### config.mk
export PLATFORM = sky130hd
export DESIGN_NAME = divider_multimode
export DESIGN_NICKNAME = d
export VERILOG_FILES = /design/src/rtl/divider_multimode.sv
export SDC_FILE = /design/constraint.sdc
export NUM_CORES = 1
export LEC_CHECK = 0
export BUFFER_PORTS_ARGS = -buffer_cell sky130_fd_sc_hd__buf_2
export CORE_ASPECT_RATIO = 2
export CORE_MARGIN = 2
export CORE_UTILIZATION = 30
export DETAILED_ROUTE_END_ITERATION = 8
export GPL_TIMING_DRIVEN = 0
export PLACE_DENSITY = 0.5
export SETUP_SLACK_MARGIN = 0.5
export SLEW_MARGIN = 40
export SYNTH_ARGS = -nofsm -noshare
export SYNTH_HDL_FRONTEND = slang
export SYNTH_SLANG_ARGS = --single-unit
### constraint.sdc
create_clock -name clock -period 3.8 [get_ports clock]
set_input_delay 0.19 -clock clock [delete_from_list [all_inputs] [get_ports clock]]
set_output_delay 0.19 -clock clock [all_outputs]
set_load 0.05 [all_outputs]
### src/rtl/divider_multimode.sv
// divider_multimode: iterative DIV/DIVU/REM/REMU divider with abort, status flags and start/ready/valid handshake.
module divider_multimode #(
   parameter int DIV_SIZE       = 32,
   parameter int BITS_PER_CYCLE = 1
) (
   input  logic                clock,
   input  logic                reset,
   input  logic                start,
   input  logic [1:0]          op,
   input  logic [DIV_SIZE-1:0] numerator,
   input  logic [DIV_SIZE-1:0] denominator,
   input  logic                kill,
   input  logic                ready_i,
   output logic                ready_o,
   output logic                valid,
   output logic [DIV_SIZE-1:0] quotient,
   output logic [DIV_SIZE-1:0] remainder,
   output logic [DIV_SIZE-1:0] result,
   output logic                div_by_zero,
   output logic                overflow
);
   localparam int N  = DIV_SIZE / BITS_PER_CYCLE;
   localparam int CW = $clog2(N + 1);
   localparam logic [DIV_SIZE-1:0] MIN = {1'b1, {(DIV_SIZE-1){1'b0}}};
   typedef enum logic [1:0] {IDLE, CALC, FIX, DONE} state_t;
   state_t r_state, w_next;
   logic [CW-1:0] r_cnt;
   logic [DIV_SIZE-1:0] r_quo, r_rem, r_den, w_quo, w_rem, w_q_fix, w_r_fix, w_abs_n, w_abs_d;
   logic [DIV_SIZE-1:0] r_quotient, r_remainder, r_result;
   logic [DIV_SIZE:0] w_t;
   logic r_neg_q, r_neg_r, r_op1, r_dbz, r_ovf;
   logic w_signed, w_zero, w_ovf;
   assign w_signed = !op[0];
   assign w_zero   = denominator == '0;
   assign w_ovf    = w_signed && numerator == MIN && denominator == '1;
   assign w_abs_n  = (w_signed && numerator[DIV_SIZE-1]) ? -numerator : numerator;
   assign w_abs_d  = (w_signed && denominator[DIV_SIZE-1]) ? -denominator : denominator;
   assign w_q_fix  = r_neg_q ? -r_quo : r_quo;
   assign w_r_fix  = r_neg_r ? -r_rem : r_rem;
   // r_quo shifts dividend bits out of the top while quotient bits enter at the bottom
   always_comb begin
      w_rem = r_rem;
      w_quo = r_quo;
      w_t   = '0;
      for (int i = 0; i < BITS_PER_CYCLE; i++) begin
         w_t   = {w_rem, w_quo[DIV_SIZE-1]};
         w_quo = {w_quo[DIV_SIZE-2:0], w_t >= {1'b0, r_den}};
         w_t   = w_quo[0] ? w_t - {1'b0, r_den} : w_t;
         w_rem = w_t[DIV_SIZE-1:0];
      end
   end
   always_comb begin
      w_next = r_state;
      unique case (r_state)
         IDLE:    w_next = start ? ((w_zero || w_ovf) ? DONE : CALC) : IDLE;
         CALC:    w_next = (r_cnt == CW'(N - 1)) ? FIX : CALC;
         FIX:     w_next = DONE;
         default: w_next = ready_i ? IDLE : DONE;
      endcase
      if (kill) w_next = IDLE;
   end
   always_ff @(posedge clock) begin
      if (reset) begin
         r_state <= IDLE;
         r_cnt <= '0;
         r_quo <= '0;
         r_rem <= '0;
         r_den <= '0;
         r_neg_q <= 1'b0;
         r_neg_r <= 1'b0;
         r_op1 <= 1'b0;
         r_dbz <= 1'b0;
         r_ovf <= 1'b0;
         r_quotient <= '0;
         r_remainder <= '0;
         r_result <= '0;
      end else begin
         r_state <= w_next;
         if (kill) begin
            r_dbz <= 1'b0;
            r_ovf <= 1'b0;
         end else begin
            unique case (r_state)
               IDLE: if (start) begin
                  r_op1 <= op[1];
                  r_neg_q <= w_signed && (numerator[DIV_SIZE-1] ^ denominator[DIV_SIZE-1]);
                  r_neg_r <= w_signed && numerator[DIV_SIZE-1];
                  r_dbz <= w_zero;
                  r_ovf <= w_ovf && !w_zero;
                  r_cnt <= '0;
                  r_rem <= '0;
                  r_quo <= w_abs_n;
                  r_den <= w_abs_d;
                  if (w_zero) begin
                     r_quotient <= '1;
                     r_remainder <= numerator;
                     r_result <= op[1] ? numerator : '1;
                  end else if (w_ovf) begin
                     r_quotient <= MIN;
                     r_remainder <= '0;
                     r_result <= op[1] ? '0 : MIN;
                  end
               end
               CALC: begin
                  r_rem <= w_rem;
                  r_quo <= w_quo;
                  r_cnt <= r_cnt + 1'b1;
               end
               FIX: begin
                  r_quotient <= w_q_fix;
                  r_remainder <= w_r_fix;
                  r_result <= r_op1 ? w_r_fix : w_q_fix;
               end
               default: ;
            endcase
         end
      end
   end
   assign ready_o     = r_state == IDLE && !reset;
   assign valid       = r_state == DONE;
   assign quotient    = r_quotient;
   assign remainder   = r_remainder;
   assign result      = r_result;
   assign div_by_zero = r_dbz;
   assign overflow    = r_ovf;
endmodule
==> results of run 1 <==
==> per-layer routing <==
layer	routed length, µm	vias to the layer above	track usage, %
met3	2590	210	2.85
met2	33900	527	51.9
li1	-	6626	-
met4	6460	2	23.2
met5	14	-	0
met1	20100	6625	23.8
==> final cells by class <==
| type | count | area, µm² | share of cell area [%] |
|---|---|---|---|
| inverter | 87 | 327 | 2.07 |
| buffer | 118 | 504 | 3.20 |
| tap | 550 | 688 | 4.37 |
| clock buffer | 30 | 619 | 3.93 |
| timing repair buffer | 189 | 1030 | 6.52 |
| multi-input combinational | 1305 | 8410 | 53.3 |
| sequential | 205 | 4110 | 26.1 |
| clock inverter | 8 | 80.1 | 0.508 |
==> power groups by stage <==
stage	logic, W	clock network (W)	registers (W)
after CTS	0.000984	0.00220	0.00224
after detailed placement	0.000938	0	0.00229
final	0.00102	0.00217	0.00224
after global routing	0.00109	0.00227	0.00225
after floorplan	0.000578	0	0.00227
after global placement	0.000933	0	0.00229
==> cells in the final DEF (no fill, tap or decap), types with 14 or more instances in the layout <==
cell       Yosys  routed
xnor2_1       81      81
xor2_1        62      62
mux2i_1       26      26
buf_2         11     179
o211ai_1      16      16
clkbuf_16      0      21
nor2_1       212     211
a21oi_1      137     134
nor3_1        46      42
or3_1         19      19
inv_1         86      85
nand4_1       23      23
o41ai_1       16      14
o21ai_0      145     144
nand3_1       29      28
a31oi_1       26      26
buf_4          6      15
o31ai_1       29      27
dfxtp_1      205     202
nand2b_1      14      14
or4_1         14      14
nand2_1      127     126
a221oi_1      35      34
ha_1          38      37
a211oi_1      44      41
clkbuf_1      92      89
==> sequential cells by signal (all words and copies together) (netlist names) <==
| register | count |
|---|---|
| r_cnt | 6 |
| remainder | 32 |
| r_state | 2 |
| r_neg_r | 1 |
| overflow | 1 |
| r_neg_q | 1 |
| r_op1 | 1 |
| result | 32 |
| r_den | 32 |
| quotient | 32 |
| r_quo | 32 |
| r_rem | 32 |
| div_by_zero | 1 |
==> what timing repair did <==
item	4_1_cts	5_1_grt
hold endpoints to repair	14	0
gates resized for setup	21	21
endpoints found under the setup margin	32	47
hold buffers	12	0
buffers inserted	5	4
pin swaps	8	7
==> path summary, 6_finish.rpt <==
check                                startpoint           end  slack, ps  cells past startpoint
worst min-delay path            denominator[18]     r_den[18]         10                      3
worst max register to register         r_quo[8]    result[24]        550                      9
worst max-delay path                   r_quo[8]    result[24]        550                      9
worst min register to register     quotient[20]  quotient[20]        440                      2
==> per-stage QoR <==
step / std cells / total power (W) / cell area (µm²)
after floorplan: 1715 / 0.00285 / 13100
after global placement: 2432 / 0.00322 / 14600
after detailed placement: 2433 / 0.00323 / 14700
after CTS: 2488 / 0.00542 / 15600
after global routing: 2492 / 0.00561 / 15800
final: 2492 / 0.00543 / 15800
==> worst max-delay path, stage by stage, from the launching register on <==
cell and delay (ps):
dfxtp_1 380, or4_1 640, nor4_2 460, nand4_1 180
buf_4 210, o21ai_0 210, xnor2_1 440, nor2_1 130
nor3b_1 360, a21oi_1 110
==> cell families (layout without fill, tap and decap cells) <==
family / after synthesis / after routing / share of synthesized area [%]
xor+xnor: 143 / 143 / 9.55
simple gates: 549 / 549 / 19.7
compound gates: 547 / 547 / 27.3
flops: 205 / 205 / 31.3
fa+ha+maj: 39 / 39 / 3.78
buf+inv: 205 / 432 / 6.26
mux: 27 / 27 / 2.07
==> results.json, run 1 <==
{
  "leakage_nw": 6.15,
  "status": "complete, no violations",
  "power.switching_w": 0.00168,
  "wl_um": 63000,
  "cts_tree": "yes",
  "drc_errors": 0,
  "synthTopCellsByArea": "dfxtp_1 (31%), nor2_1 (6.1%), o21ai_0 (5.5%)",
  "clock_sinks": 205,
  "max_freq_mhz": 308,
  "worst_pin_slew_ps": 906,
  "async_flop_share_pct": 0,
  "slew_headroom_pct": 39.1,
  "p_comb_share_pct": 18.7,
  "die_width_um": 152,
  "drt-pass1-iter-count": 5,
  "core_area_um2": 43200,
  "yosysWarnings": 0,
  "num_rows": 108,
  "utilization_pct": 36.5,
  "start_util_pct": 30.3,
  "swShare_pct": 30.9,
  "syn_inst": 1715,
  "power_density_nw_per_um2": 345,
  "power_frac_clock_pct": 40.0,
  "grt_pass1_vias": 14100,
  "synth_top_area_share_pct": 31.3,
  "ys_seq_area_share_pct": 31.3,
  "grt_max_degree": 15,
  "chipHeight_um": 300,
  "grtUsageTotal_pct": 26.6,
  "htreeDepth": 1,
  "crit_required_ps": 4200,
  "worstHoldPathType": "input port to flop",
  "drive_gt1_share_pct": 15.4,
  "dieArea_um2": 45500,
  "yosysMostFrequentCell": "nor2_1",
  "mappedNetlistArea_um2": 13100,
  "portBuffers": 167,
  "cts_buffers": 21,
  "nFillCells": 4755,
  "ant_nets": 0,
  "avgSynthCellArea_um2": 7.64,
  "tns_ps": 0,
  "wl_per_cell_um": 25.3,
  "synth_nets": 1825,
  "period_share_pct": 85.5,
  "maxSlewViolCount": 0,
  "clkLatencyLatePin_ps": 540,
  "yosys-top-cells-count": "nor2_1 (212), dfxtp_1 (205), o21ai_0 (145), a21oi_1 (137), nand2_1 (127)",
  "seqPwrFrac_pct": 41.3,
  "diodes": 0,
  "finalCriticalPeriod_ps": 3250,
  "via_per_inst": 5.61,
  "netlist-cell-type-count": 70,
  "ctsRootBufferMaster": "clkbuf_16",
  "skew_ps": 23.9,
  "crit_type": "flop to flop",
  "cp-end-kind": "flop",
  "place_hpwl_um": 52000,
  "num_vias": 14000,
  "hold_slack_ps": 14.1,
  "cts.reportedPaths.clkPinSlew_ps": 60,
  "dr.first_iter.drc_count": 922,
  "nets": 2037,
  "fin_ws_ps": 550,
  "setup_viol": 0,
  "area_delta_synth_final_pct": 20.2,
  "p_int_w": 0.00375,
  "maxCapViolCount": 0,
  "cp_max_fo": 6,
  "ys.flop_type": "dfxtp_1",
  "synth-seq-cells": 205,
  "yosys.area.top_type": "dfxtp_1",
  "finalHoldViolations": 0,
  "io_pins": 171,
  "grt_first_pass_wirelength_um": 90700,
  "crit_arrival_ps": 3650,
  "grt_antenna_before_repair": 1,
  "cp-start-kind": "flop",
  "gp_congestion": 0.980,
  "dp_slack_ps": -30.8,
  "vdd_drop_max_mv": 0.257,
  "clk_path_buf_depth": 3,
  "rsz0062_at_grt": "true",
  "synth-edff-count": 0,
  "overflow": 0
}
(Power assumes the default switching activity.)
==> run 2, diff against run 1 <==
ABC_AREA = 1   (was unset)
PLACE_DENSITY = 0.49   (was 0.5)
==> results.json, run 2 <==
{
  "final_cell_mix": "nand2_1 (901), inv_1 (354), nor2_1 (333)",
  "num_rows": 119,
  "ant_nets": 0,
  "num_vias": 18600,
  "worst_pin_slew_ps": 838,
  "syn_inst": 2783,
  "chipHeight_um": 328,
  "finalHoldViolations": 0,
  "vdd_drop_max_mv": 0.314,
  "status": "complete, no violations",
  "overflow": 0,
  "yosys-top-cells-count": "nand2_1 (901), inv_1 (354), nor2_1 (333), a21oi_1 (216), dfxtp_1 (205)",
  "wl_um": 75200,
  "synth_nets": 2893,
  "via_per_inst": 5.07,
  "diodes": 0,
  "finalCriticalPeriod_ps": 3230,
  "dpl.cell_count": 3617,
  "power_density_nw_per_um2": 325,
  "p_total_w": 0.00596,
  "maxSlewViolCount": 0,
  "clkLatencyLatePin_ps": 560,
  "nets": 3095,
  "dr.first_iter.drc_count": 1647,
  "synth_mux_area_share_pct": 0,
  "cp-start-kind": "input port",
  "grt_antenna_before_repair": 0,
  "grt_pass1_vias": 17800,
  "clk_path_buf_depth": 3,
  "dr_wl_met2_um": 34600,
  "synth-compound-area-share_pct": 14.4,
  "r2r-end": "r_rem[4]",
  "ctsRootBufferMaster": "clkbuf_16",
  "met1_length_um": 32600,
  "period_share_pct": 84.9,
  "rsz0062_at_grt": "false",
  "ff2ff_setup_slack_ps": 910,
  "portBuffers": 169,
  "start_util_pct": 30.2,
  "cp_slowest_stage_delay_ps": 630,
  "cp-end-kind": "flop",
  "cp_max_fo": 10,
  "skew_ps": 31.8,
  "tns_ps": 0,
  "yosys.area.top_type": "dfxtp_1",
  "routed.top_layer": "met4",
  "cts.reportedPaths.clkPinSlew_ps": 60,
  "core_area_um2": 52300,
  "async_flop_share_pct": 0,
  "ys_seq_area_share_pct": 26.0,
  "wl_met3_um": 4910,
  "cts_setup_buffers": 0,
  "crit_chain": "dlygate4sd3_1, buf_2, inv_1, ha_1, inv_1, nor3_2, nand3_1, nor2_2, nand3_2, clkbuf_1, o21ai_0, nand2_1, a21oi_1",
  "mappedNetlistArea_um2": 15800,
  "place_hpwl_um": 62300,
  "max_freq_mhz": 310,
  "cts_tree": "yes",
  "htreeDepth": 1,
  "worstHoldPathType": "input port to flop",
  "synth_top_area_share_pct": 26.0,
  "utilization_pct": 35.1,
  "min_to": "r_den[5]",
  "path_common_cell": "inv_1",
  "timing.rr.start": "r_rem[22]",
  "setup_viol": 0,
  "dieArea_um2": 54600,
  "ys.flop_type": "dfxtp_1",
  "crit_type": "input port to flop",
  "synth-edff-count": 0,
  "drc_errors": 0,
  "synth-seq-cells": 205,
  "cts_buffers": 23,
  "yosysWarnings": 0,
  "clock_sinks": 205,
  "grt_first_pass_wirelength_um": 111000,
  "avgSynthCellArea_um2": 5.67,
  "synthSimpleGateAreaFrac_pct": 40.2,
  "rr_worst_depth": 14,
  "crit_required_ps": 4270,
  "synth_xor_area_share_pct": 4.44,
  "final_common_cell": "nand2_1",
  "drive_gt1_share_pct": 8.84,
  "gp_congestion": 1.02,
  "synth_fa_ha_area_share_pct": 3.14,
  "grtUsageTotal_pct": 26.7,
  "synth_top_family_by_area": "simple AND/OR/NAND/NOR gates",
  "yosysMostFrequentCell": "nand2_1",
  "min_from": "denominator[5]",
  "drt-pass1-iter-count": 5,
  "slew_headroom_pct": 44.1,
  "area_delta_synth_final_pct": 16.1,
  "grt_max_degree": 14,
  "netlist-cell-type-count": 46,
  "maxCapViolCount": 0,
  "io_pins": 171,
  "stdcell_count": 3664,
  "hold_depth": 3,
  "leakage_nw": 9.04,
  "synthTopCellsByArea": "dfxtp_1 (26%), nand2_1 (21%), inv_1 (8.4%)",
  "wl_per_cell_um": 20.5,
  "crit_arrival_ps": 3700,
  "die_width_um": 166,
  "cp_slowest_cell": "o21ai_0"
}
==> run 2: stage by stage <==
stage               cell area (µm²)  hold slack (ps)  setup WS (ps)
floorplan                     15800              348           1730
global placement              17500              456            704
detailed placement            17500              456            706
CTS                           18300             7.32            739
global route                  18300             45.4            575
finish                        18300             20.9            572
==> run 2: how the worst max path moves through the flow <==
| stage | startpoint | endpoint | slack, ps |
|---|---|---|---|
| finish | denominator[0] | result[0] | 570 |
| detailed placement | denominator[0] | result[0] | 710 |
| global route | denominator[0] | result[0] | 570 |
| floorplan | r_rem[7] | r_rem[13] | 1730 |
| CTS | denominator[0] | result[0] | 740 |
| global placement | denominator[0] | result[0] | 700 |
==> run 2: power breakdown <==
part / switching [W] / internal [W]
Sequential: 0.0000511 / 0.00220
Combinational: 0.000952 / 0.000368
Clock: 0.000996 / 0.00139
Total: 0.00200 / 0.00396
==> run 2: final cells by class <==
type                    instances  area [µm²]
repair buffers                177         926
multi-input cells            2099        9820
plain buffers                 118         513
fillers                      6042       33900
clock buffers                  30         642
well taps                     665         832
flip-flops and latches        205        4100
inverters                     361        1360
clock inverters                 9         135
==> run 2: critical path: cells and delay by family <==
family | cells | cell delay [ps]
AO/OA/AOI/OAI | 2 | 770
adder cells (fa/ha/maj) | 1 | 170
buffers and inverters | 5 | 1240
AND/OR/NAND/NOR | 5 | 1320
==> run 2: repair_timing <==
action,CTS,global route
gates resized for setup,0,0
hold buffers,8,0
endpoints found under the hold margin,7,0
==> run 2: cell families after synthesis <==
logic type,Yosys count
and+or+nand+nor,1546
buffers and inverters,479
AOI/OAI and AO/OA,434
DFF,205
xor gates and xnor gates,80
adders and majority gates,39
==> run 2: metal layers <==
layer	GRT usage (%)	vias to the layer above
li1	-	9211
met1	34.5	8508
met2	45.5	689
met3	3.39	163
met4	10.1	0
met5	0	-
